### src/rtl/mult_ctrl_pkg.sv
// Shared state encodings and default widths for the shared-multiplier controller.
package mult_ctrl_pkg;

    typedef enum logic [1:0] {
        IDLE = 2'b00,
        MUL  = 2'b01,
        RESP = 2'b10
    } state_e;

    localparam int DEF_M = 3;
    localparam int DEF_N = 2;
    localparam int DEF_R = 4;

endpackage

### src/rtl/multiplier.sv
// Unsigned M x N multiplier with an exact M+N bit product; purely combinational.
// No handshake: the caller registers operands and result around it.
module multiplier #(
    parameter int M = 3,
    parameter int N = 2
) (
    input  logic [M-1:0]   a_i,
    input  logic [N-1:0]   b_i,
    output logic [M+N-1:0] p_o
);

    assign p_o = (M+N)'(a_i) * (M+N)'(b_i);

endmodule

### src/rtl/mult_share_ctrl.sv
// Round-robin arbiter sharing one multiplier among R requesters; grant to rsp_valid is 2 cycles.
// One operation in flight; rsp_ready low holds RESP and suppresses all grants.
module mult_share_ctrl
    import mult_ctrl_pkg::*;
#(
    parameter int M    = DEF_M,
    parameter int N    = DEF_N,
    parameter int R    = DEF_R,
    parameter int ID_W = $clog2(R)
) (
    input  logic              clk,
    input  logic              rst_n,
    input  logic [R-1:0]      req_valid,
    input  logic [R*M-1:0]    req_a,
    input  logic [R*N-1:0]    req_b,
    output logic [R-1:0]      req_ready,
    output logic              rsp_valid,
    input  logic              rsp_ready,
    output logic [M+N-1:0]    rsp_p,
    output logic [ID_W-1:0]   rsp_id
);

    state_e            state_q, state_d;
    logic [ID_W-1:0]   rr_ptr_q, rr_ptr_d;
    logic [ID_W-1:0]   cur_id_q, cur_id_d;
    logic [ID_W-1:0]   rsp_id_q, rsp_id_d;
    logic [M-1:0]      op_a_q, op_a_d;
    logic [N-1:0]      op_b_q, op_b_d;
    logic [M+N-1:0]    rsp_p_q, rsp_p_d;
    logic [M+N-1:0]    mult_p;
    logic [ID_W:0]     pick;
    logic              pick_vld;
    logic [ID_W-1:0]   pick_id;

    // Returns {found, index} of the first valid requester at or after ptr, wrapping.
    function automatic logic [ID_W:0] rr_pick(input logic [R-1:0] vld, input logic [ID_W-1:0] ptr);
        logic [ID_W:0]   res;
        logic [ID_W-1:0] idx_w;
        int              idx;
        res = '0;
        for (int k = R - 1; k >= 0; k--) begin
            idx   = (int'(ptr) + k) % R;
            idx_w = ID_W'(idx);
            if (vld[idx_w]) res = {1'b1, idx_w};
        end
        return res;
    endfunction

    assign pick     = rr_pick(req_valid, rr_ptr_q);
    assign pick_vld = pick[ID_W];
    assign pick_id  = pick[ID_W-1:0];

    multiplier #(
        .M (M),
        .N (N)
    ) u_mult (
        .a_i (op_a_q),
        .b_i (op_b_q),
        .p_o (mult_p)
    );

    always_comb begin
        state_d   = state_q;
        rr_ptr_d  = rr_ptr_q;
        cur_id_d  = cur_id_q;
        op_a_d    = op_a_q;
        op_b_d    = op_b_q;
        rsp_p_d   = rsp_p_q;
        rsp_id_d  = rsp_id_q;
        req_ready = '0;

        case (state_q)
            IDLE: begin
                if (pick_vld) begin
                    req_ready[pick_id] = 1'b1;
                    op_a_d   = req_a[int'(pick_id)*M +: M];
                    op_b_d   = req_b[int'(pick_id)*N +: N];
                    cur_id_d = pick_id;
                    rr_ptr_d = (int'(pick_id) == R - 1) ? '0 : pick_id + ID_W'(1);
                    state_d  = MUL;
                end
            end
            MUL: begin
                rsp_p_d  = mult_p;
                rsp_id_d = cur_id_q;
                state_d  = RESP;
            end
            RESP: begin
                if (rsp_ready) state_d = IDLE;
            end
            default: state_d = IDLE;
        endcase

        // Reset is asynchronous, so the combinational grant must drop with it too.
        if (!rst_n) req_ready = '0;
    end

    always_ff @(posedge clk or negedge rst_n) begin
        if (!rst_n) begin
            state_q  <= IDLE;
            rr_ptr_q <= '0;
            cur_id_q <= '0;
            op_a_q   <= '0;
            op_b_q   <= '0;
            rsp_p_q  <= '0;
            rsp_id_q <= '0;
        end else begin
            state_q  <= state_d;
            rr_ptr_q <= rr_ptr_d;
            cur_id_q <= cur_id_d;
            op_a_q   <= op_a_d;
            op_b_q   <= op_b_d;
            rsp_p_q  <= rsp_p_d;
            rsp_id_q <= rsp_id_d;
        end
    end

    assign rsp_valid = (state_q == RESP);
    assign rsp_p     = rsp_p_q;
    assign rsp_id    = rsp_id_q;

endmodule

### config.mk
export PLATFORM = sky130hd
export DESIGN_NAME = mult_share_ctrl
export DESIGN_NICKNAME = d
export VERILOG_FILES = /design/src/rtl/mult_ctrl_pkg.sv /design/src/rtl/multiplier.sv /design/src/rtl/mult_share_ctrl.sv
export SDC_FILE = /design/constraint.sdc
export NUM_CORES = 1
export LEC_CHECK = 0
export CORE_ASPECT_RATIO = 2
export CORE_MARGIN = 4
export CORE_UTILIZATION = 39
export DETAILED_ROUTE_END_ITERATION = 8
export PLACE_DENSITY = 0.78
export SLEW_MARGIN = 30
export SYNTH_ARGS = -nofsm -noshare
export SYNTH_HDL_FRONTEND = slang
export SYNTH_SLANG_ARGS = --single-unit
### constraint.sdc
create_clock -name clk -period 1.95 [get_ports clk]
set_clock_uncertainty 0.2 [all_clocks]
set_input_delay 0.4875 -clock clk [delete_from_list [all_inputs] [get_ports clk]]
set_output_delay 0.4875 -clock clk [all_outputs]
set_load 0.02 [all_outputs]
==> reports/results.tsv <==
metric	value	unit
fin_ws	-0.4362	ns
cp-endpoint	req_ready[2]	
ys_ff_latch	18	
ys.flop_type	dfrtp_1	
netlist_area	0.001067	mm²
worst-path-buf-inv	2	
syn_to_final_growth	70.34	%
failed_checks	setup timing	
outcome	finished, violations left	
crit_chain	mux2i_4 -> o22ai_4 -> nor2_4 -> buf_6 -> nor3_4 -> buf_6	
synth_area_leaders	dfrtp_1 42%, nand2_1 6.3%, mux2i_1 5.6%	
drt_iter0_drc	20	
grt_usage	21.83	%
peakVddDrop	0.0007786	V
worst_slew_pin_slew	0.4063	ns
crit_top_cell	buf_6	
grt_setup_unrepaired	true	
worstHoldPathCells	2	
syn_inst	113	
nNetsFinal	207	
power_density	1335	mW/mm²
synth_cell_type_count	35	
reg2reg_from	rr_ptr_q[1]	
ios	39	
hp-class	reg -> reg	
fillers	212	
max_slew_margin	72.91	%
seq_area_frac_synth	42.20	%
routed-via-count	1135	
min_period_over_period	122.4	%
critPathTopFamily	flip-flops	
hold_viol	0	
firstDrtPassIters	4	
clock_latency	0.26	ns
cpMaxStageDelayCell	dfrtp_2	
synth_fp_nets	143	
antenna_left	0	
start_util	41.01	%
clockBufferDepth	2	
async_flop_share	100.0	%
place.gp.congestion	0.8185	
critical_path_depth	6	
fp.dieH	81.98	µm
clock.fmax	419.1	MHz
cts_max_level	1	
grt_antenna_before_repair	0	
cp.required	1.26	ns
startpoint_type	flip-flop	
synth_top_area_share	42.20	%
stdcell_count	204	
portBuffers	38	
post-route-util	69.86	%
critPathLaunch	rr_ptr_q[1]	
yosys_warnings	0	
drive_gt1_share	35.80	%
r2r_setup_slack	-0.11	ns
diodes	0	
drt-total-wl	3507	µm
synth_area_per_cell	9.445	µm²
max_cap_violations	0	
viasPerCell	5.564	
grt_max_degree	19	
slew_violations	0	
tritoncts	yes	
cp.arrival	1.70	ns
grt_first_pass_wirelength	5727	µm
finalSetupViolCount	9	
die_area	0.003688	mm²
dp_cells	192	
clkTransAtPathRegs	0.06	ns
cp_slowest_stage_delay	0.47	ns
cp-end-kind	output port	
place_hpwl	2610	µm
first_global_vias	1246	
r2r_end	op_b_q[1]	
route.detailed.drc	0	
grt_overflow	0	
core	0.002603	mm²
wl_per_cell	17.19	µm
critPathKind	reg -> out	
fin_crit	2.386	ns
yosys.area.top_type	dfrtp_1	
cts_hold_buf	0	
reg2reg_depth	8	
numCtsBuffers	3	
worstPathMaxFanout	5	
leakage	0.8283	nW
synth_edf_count	0	
die_w	44.99	µm
clock_sink_count	18	
root_buffer	clkbuf_8	
num_rows	26	
## report_power, final
part           total [mW]  internal, mW  switching, mW
registers           0.679         0.544          0.135
clock network       0.271         0.145          0.125
logic                1.48         0.734          0.744
## synthesized netlist by cell type (2+ instances only)
cell type	n
nor2_1	5
o211ai_1	5
o21ai_0	9
ha_1	2
and2_1	5
inv_1	3
a21oi_1	2
nand2b_1	3
nor3_1	2
mux2i_1	6
nand2_1	18
a211o_1	5
mux2_2	4
nand3_1	6
dfrtp_1	18
## cell usage in the layout (no fill, tap or decap), drive strengths merged
cell type / n
a211o: 5
a21boi: 1
a21oi: 2
and2: 6
buf: 31
clkbuf: 5
clkdlybuf4s50: 28
dfrtp: 18
dlygate4sd2: 1
dlymetal6s2s: 1
fa: 1
ha: 2
inv: 4
mux2: 4
mux2i: 6
nand2: 19
nand2b: 3
nand3: 6
nor2: 6
nor2b: 1
nor3: 2
o211ai: 5
o21ai: 10
o21bai: 1
o221ai: 1
o22a: 1
o22ai: 1
o31ai: 1
or2: 1
or4: 1
xnor2: 1
xor2: 1
## layer usage
| layer | part of all wire (%) | global-route usage [%] |
|---|---|---|
| met5 | 0 | 0 |
| met4 | 7.0 | 17.60 |
| met3 | 4.2 | 2.632 |
| met2 | 57 | 41.34 |
| met1 | 31 | 18.76 |
## flip-flops by register name, indices dropped and copies added (netlist names)
name	count
rr_ptr_q	2
op_a_q	3
rsp_p	5
state_q	2
op_b_q	2
rsp_id	2
cur_id_q	2
## worst min path at each step
stage	from	to	slack, ns
after CTS	cur_id_q[1]	cur_id_q[1]	0.29
after detailed placement	cur_id_q[1]	cur_id_q[1]	0.28
after global routing	cur_id_q[1]	cur_id_q[1]	0.32
after global placement	cur_id_q[0]	cur_id_q[0]	0.26
final	cur_id_q[1]	cur_id_q[1]	0.28
after floorplan	rst_n	cur_id_q[0]	-0.008
## kinds of logic after synthesis
logic type	synth area share (%)
compound gates	18.29
simple gates	20.28
fa+ha+maj	4.220
flops	42.20
xor+xnor	1.642
mux	9.848
buf+inv	3.516
## final cells by class
cell class / instances / area (µm²) / share of cell area, %
timing repair buffer: 62 / 550.5 / 30.28
inverter: 4 / 20.02 / 1.101
clock buffer: 4 / 45.04 / 2.478
sequential: 18 / 451.7 / 24.85
tap: 28 / 35.03 / 1.927
multi-input combinational: 88 / 715.7 / 39.37
## metrics by stage
stage               power, mW  worst slack (ns)  hold slack [ns]  area, µm²  setup TNS, ns
floorplan               1.454           -0.1277        -0.008091       1146        -0.3938
global route            2.601           -0.5021           0.3158       1818         -2.522
global placement        1.909            -1.119           0.2552       1659         -7.814
detailed placement      1.982            -1.233           0.2773       1659         -9.164
CTS                     2.379           -0.3990           0.2920       1808         -1.671
finish                  2.428           -0.4362           0.2829       1818         -1.951
## worst reg2reg max path, stage by stage, from the launching register on
cell,delay [ns]
dfrtp_2,0.47
mux2i_4,0.22
o22ai_4,0.23
buf_4,0.15
buf_4,0.09
buf_4,0.13
o21ai_0,0.09
a211o_1,0.30
o211ai_1,0.10
## repair_timing
action                     4_1_cts  5_1_grt
setup endpoints to repair       14       12
pin swaps                        7        3
setup buffers                    9        1
resized for setup               47        8
No activity file was read; power rests on OpenSTA's default activity.
==> variant 1 (config.mk and constraints unchanged) <==
The package constant `DEF_M` goes from 3 to 5.
--- a/src/rtl/mult_ctrl_pkg.sv
+++ b/src/rtl/mult_ctrl_pkg.sv
@@ -7,7 +7,7 @@
         RESP = 2'b10
     } state_e;
 
-    localparam int DEF_M = 3;
+    localparam int DEF_M = 5;
     localparam int DEF_N = 2;
     localparam int DEF_R = 4;
 
Interface: changed (resized req_a and rsp_p); port bits go from 39 to 49. No check against the original RTL was run, so the function may have changed too.
==> variant 1 against the original RTL <==
The run still ends with setup timing left. Worst setup slack lost 0.043 ns. Count of clock-buffer cells in the layout shrank 1. Area after synthesis is 38% higher. Power is 23% higher. Final area rose by 32%. Routed wire length is 13% higher. First-iteration DRC count rose by 20%. Register-to-register slack better by 0.14 ns. Global-route usage is 5.3 points lower. Sequential cell count rose by 4.
==> variant 1: results (changes against the original RTL) <==
Reg clk slew, reported paths = 0.07 ns
WL final = 3.96 mm (+13%)
Worst R2R Setup Slack = 0.03 ns (+0.14 ns)
Hold Path End = rsp_p[3]
r2r worst-path depth = 9 (+1)
max reg flops = 7 (+2)
P_sw = 1.24 mW (+23%)
H-tree levels = 1 (unchanged)
Routability Congestion = 0.838 (+2.4%)
top cells by area, synth = dfrtp_1 37%, nand2_1 6.4%, mux2i_1 5.5%, ha_1 4.3%, a211o_2 4.1%
setup violators final = 4 (-5)
post-DP HPWL = 3.04 mm (+16%)
CP max FO = 5 (unchanged)
Worst Max-Slew Pin Slew = 0.551 ns (+0.145 ns)
vias in the first global route = 1559 (+25%)
Distinct cells, synth = 38 (+8.6%)
Worst-Skew Late Latency = 0.25 ns
DR iter-0 viols = 24 (+20%)
YS warnings = 0 (unchanged)
PnR worst setup slack = -0.480 ns (-0.0433 ns)
Hold Path Class = reg2reg
pin count of the biggest net entering global routing = 20 (+1)
Post-Place Setup Slack = -1.24 ns (-0.00983 ns)
Hold Path Origin = rsp_p[3]
Tot GR Track Use = 0.165 (-0.0530)
Crit Reg-Reg Startpoint = op_b_q[1]
Seq/Total Area, Yosys = 0.375 (-0.0473)
syn_nets = 196 (+37%)
status = finished with violations
Reg-to-Reg End = rsp_p[5]
Fin Hold WS = 0.279 ns (-0.00427 ns)
n_diodes = 0 (unchanged)
Placed Area = 2150 µm² (+29%)
post-route setup TNS = -1.86 ns (+0.0937 ns)
Async S/R FF share, synth = 1.00 (unchanged)
layout cell share with drive strength beyond 1 = 0.391 (+0.0333)
global-route wire length before repair = 6.31 mm (+10%)
failing checks = setup timing
IO buf count = 48 (+26%)
vias per std cell = 5.19 (-6.8%)
CTS Root Cell = clkbuf_8
Max rail drop VDD = 0.000872 V (+12%)
Lkg Pwr = 1.07 nW (+29%)
Synth top cells by count = 25 x nand2_1, 22 x dfrtp_1, 9 x o21ai_0
nets = 273 (+32%)
CP arrival = 1.74 ns (+0.04 ns)
==> variant 1: changes by cell type in the layout (fill, tap and decap cells not counted), sizes merged, moves of 3 or more <==
| cell | change |
|---|---|
| inv | +5 |
| a21o | +3 |
| nand2 | +7 |
| clkdlybuf4s50 | +11 |
| a21oi | +3 |
| buf | +10 |
| o31ai | +8 |
| nand4 | +7 |
| nor2 | -3 |
| dfrtp | +4 |
| ha | +3 |
| nand3 | -5 |
==> variant 1: cells by family (layout without fill, tap and decap cells) <==
| group | count (synthesis) | count (layout) | share of synthesized area |
|---|---|---|---|
| xor+xnor | 3 | 3 | 0.0179 |
| mux | 10 | 10 | 0.0698 |
| buf+inv | 17 | 92 | 0.0775 |
| compound gates | 42 | 42 | 0.207 |
| flops | 22 | 22 | 0.375 |
| fa+ha+maj | 6 | 6 | 0.0562 |
| simple gates | 55 | 55 | 0.197 |
==> variant 1: per-layer routing <==
| metal | wire (µm) | part of all wire | track usage |
|---|---|---|---|
| met5 | 0 | 0 | 0 |
| met4 | 96 | 0.024 | 0.0853 |
| met3 | 177 | 0.045 | 0.0111 |
| met2 | 2330 | 0.59 | 0.336 |
| met1 | 1360 | 0.34 | 0.153 |
==> variant 1: final cells by class <==
cell class,instances,area (µm²)
fillers,312,1250
multi-input cells,116,988
repair buffers,80,708
flip-flops and latches,22,553
well taps,49,61.3
inverters,9,43.8
clock buffers,3,41.3
==> variant 1: worst max-delay path by stage <==
| stage | start | end | slack [ns] |
|---|---|---|---|
| floorplan | req_valid[2] | req_ready[3] | -0.23 |
| global placement | req_valid[0] | req_ready[3] | -1.20 |
| detailed placement | req_valid[0] | req_ready[3] | -1.24 |
| CTS | rr_ptr_q[1] | req_ready[3] | -0.45 |
| global route | rr_ptr_q[1] | req_ready[1] | -0.54 |
| finish | rr_ptr_q[1] | req_ready[0] | -0.48 |
==> variant 1: power groups by stage <==
stage	Clock (mW)	Combinational (mW)	Sequential (mW)
floorplan	0	1.04	0.837
global placement	0	1.57	0.782
detailed placement	0	1.61	0.789
CTS	0.275	1.78	0.784
global route	0.294	2.09	0.838
finish	0.268	1.92	0.804
==> variant 1: what timing repair did <==
action,4_1_cts,5_1_grt
setup buffers,10,4
setup endpoints to repair,16,15
cloned,0,0
gates resized for setup,55,27
pin swaps,8,19
==> variant 1: stage by stage <==
stage	power [mW]	std cells
final	3.00	279
after global routing	3.23	279
after CTS	2.84	279
after detailed placement	2.40	266
after global placement	2.35	266
after floorplan	1.88	155
==> variant 1: critical path, stage by stage, from the launching register on <==
cell     delay [ns]
dfrtp_2        0.45
mux2i_2        0.18
or2_4          0.28
nand3_4        0.10
inv_8          0.05
buf_4          0.13
nor3_4         0.16
buf_6          0.14
==> variant 2 (same flow settings) <==
Without the edit above. Encoding of `state_e`: now one-hot (3 bits for 3 states).
--- a/src/rtl/mult_ctrl_pkg.sv
+++ b/src/rtl/mult_ctrl_pkg.sv
@@ -1,10 +1,10 @@
 // Shared state encodings and default widths for the shared-multiplier controller.
 package mult_ctrl_pkg;
 
-    typedef enum logic [1:0] {
-        IDLE = 2'b00,
-        MUL  = 2'b01,
-        RESP = 2'b10
+    typedef enum logic [2:0] {
+        IDLE = 3'b001,
+        MUL  = 3'b010,
+        RESP = 3'b100
     } state_e;
 
     localparam int DEF_M = 3;
Function: no difference found for any inputs over 10 cycles, from zero or initial values and one cycle with rst_n low; not proved beyond that.
==> variant 2 against the original RTL <==
The flow still finishes with violations (setup timing). Worst setup slack improved by 0.0071 ns. Global-route usage is 7.3 points lower. Sequential share of layout area up 2.3 points. Sequential cell count up 1. Power is 4.1% lower. Routed wire length shrank 28%. Area after synthesis increased by 5.0%. Final area is 3.2% lower. Critical path type unchanged.
==> variant 2: results (changes against the original RTL) <==
Distinct cells, synth = 33 (-5.7%)
setup violators final = 9 (unchanged)
Non-CTS buffers = 54 (-13%)
fin cells = 193 (-5.4%)
multi-input logic area = 646 µm² (-9.8%)
pin count of the biggest net entering global routing = 22 (+3)
postcts setup bufs = 3 (-6)
Final Util = 0.636 (-0.0631)
post-route setup TNS = -2.63 ns (-0.679 ns)
Syn Std Cell Area = 1120 µm² (+5.0%)
complex-gate fraction of the synthesized area = 0.141 (-0.0423)
PnR worst setup slack = -0.429 ns (+0.00710 ns)
vias per std cell = 5.12 (-7.9%)
Reg-to-Reg End = op_a_q[2]
syn_nets = 141 (-1.4%)
met2 Track Usage GR = 0.254 (-0.160)
combinational fraction of design power = 0.580 (-0.029)
failing checks = setup timing
GR Layer Usage met1 = 0.160 (-0.0273)
clock sinks = 19 (+1)
Tot GR Track Use = 0.145 (-0.0733)
post-DP HPWL = 2.12 mm (-19%)
status = finished with violations
PostCTS Resize Cnt = 42 (-11%)
met2 WL = 1.45 mm (-28%)
Seq area share = 0.271 (+0.0230)
Worst Max-Slew Pin Slew = 0.288 ns (-0.119 ns)
top cells by area, synth = dfrtp_1 40%, mux2i_1 9.8%, nand2_1 5.0%, nor3_1 4.9%, a211o_1 3.9%
Routed WL per cell = 13.2 µm (-23%)
Comb group = 1.35 mW (-9%)
signal buffers share of area = 0.285 (-0.0178)
vias in the first global route = 1010 (-19%)
mux cell area share after synthesis = 0.142 (+0.0433)
Seq/Total Area, Yosys = 0.425 (+0.00318)
GRT met3 Usage = 0.0259 (-0.000398)
r2r worst-path depth = 7 (-1)
Post-Place Setup Slack = -1.24 ns (-0.0119 ns)
==> variant 2: cell count changes after synthesis, moves of 4 or more <==
cell	before	now
inv_1	3	7
mux2i_1	6	11
nand3_1	6	1
nor3_1	2	11
o211ai_1	5	0
o21ai_0	9	5
==> variant 2: worst max-delay path, cell delays in order (launching register included) <==
cell and delay [ns]:
dfrtp_2 0.45, a21o_1 0.18, a21oi_2 0.13, o22ai_2 0.10, bufinv_8 0.21, ha_4 0.11
and3_4 0.16, buf_6 0.11
==> variant 2: worst min path at each step <==
| stage | from | end | slack (ns) | depth (start not counted) |
|---|---|---|---|---|
| global route | cur_id_q[0] | cur_id_q[0] | 0.29 | 1 |
| detailed placement | cur_id_q[0] | cur_id_q[0] | 0.26 | 1 |
| CTS | cur_id_q[0] | cur_id_q[0] | 0.28 | 1 |
| finish | cur_id_q[0] | cur_id_q[0] | 0.27 | 1 |
| floorplan | rst_n | cur_id_q[0] | -0.008 | 0 |
| global placement | cur_id_q[0] | cur_id_q[0] | 0.26 | 1 |
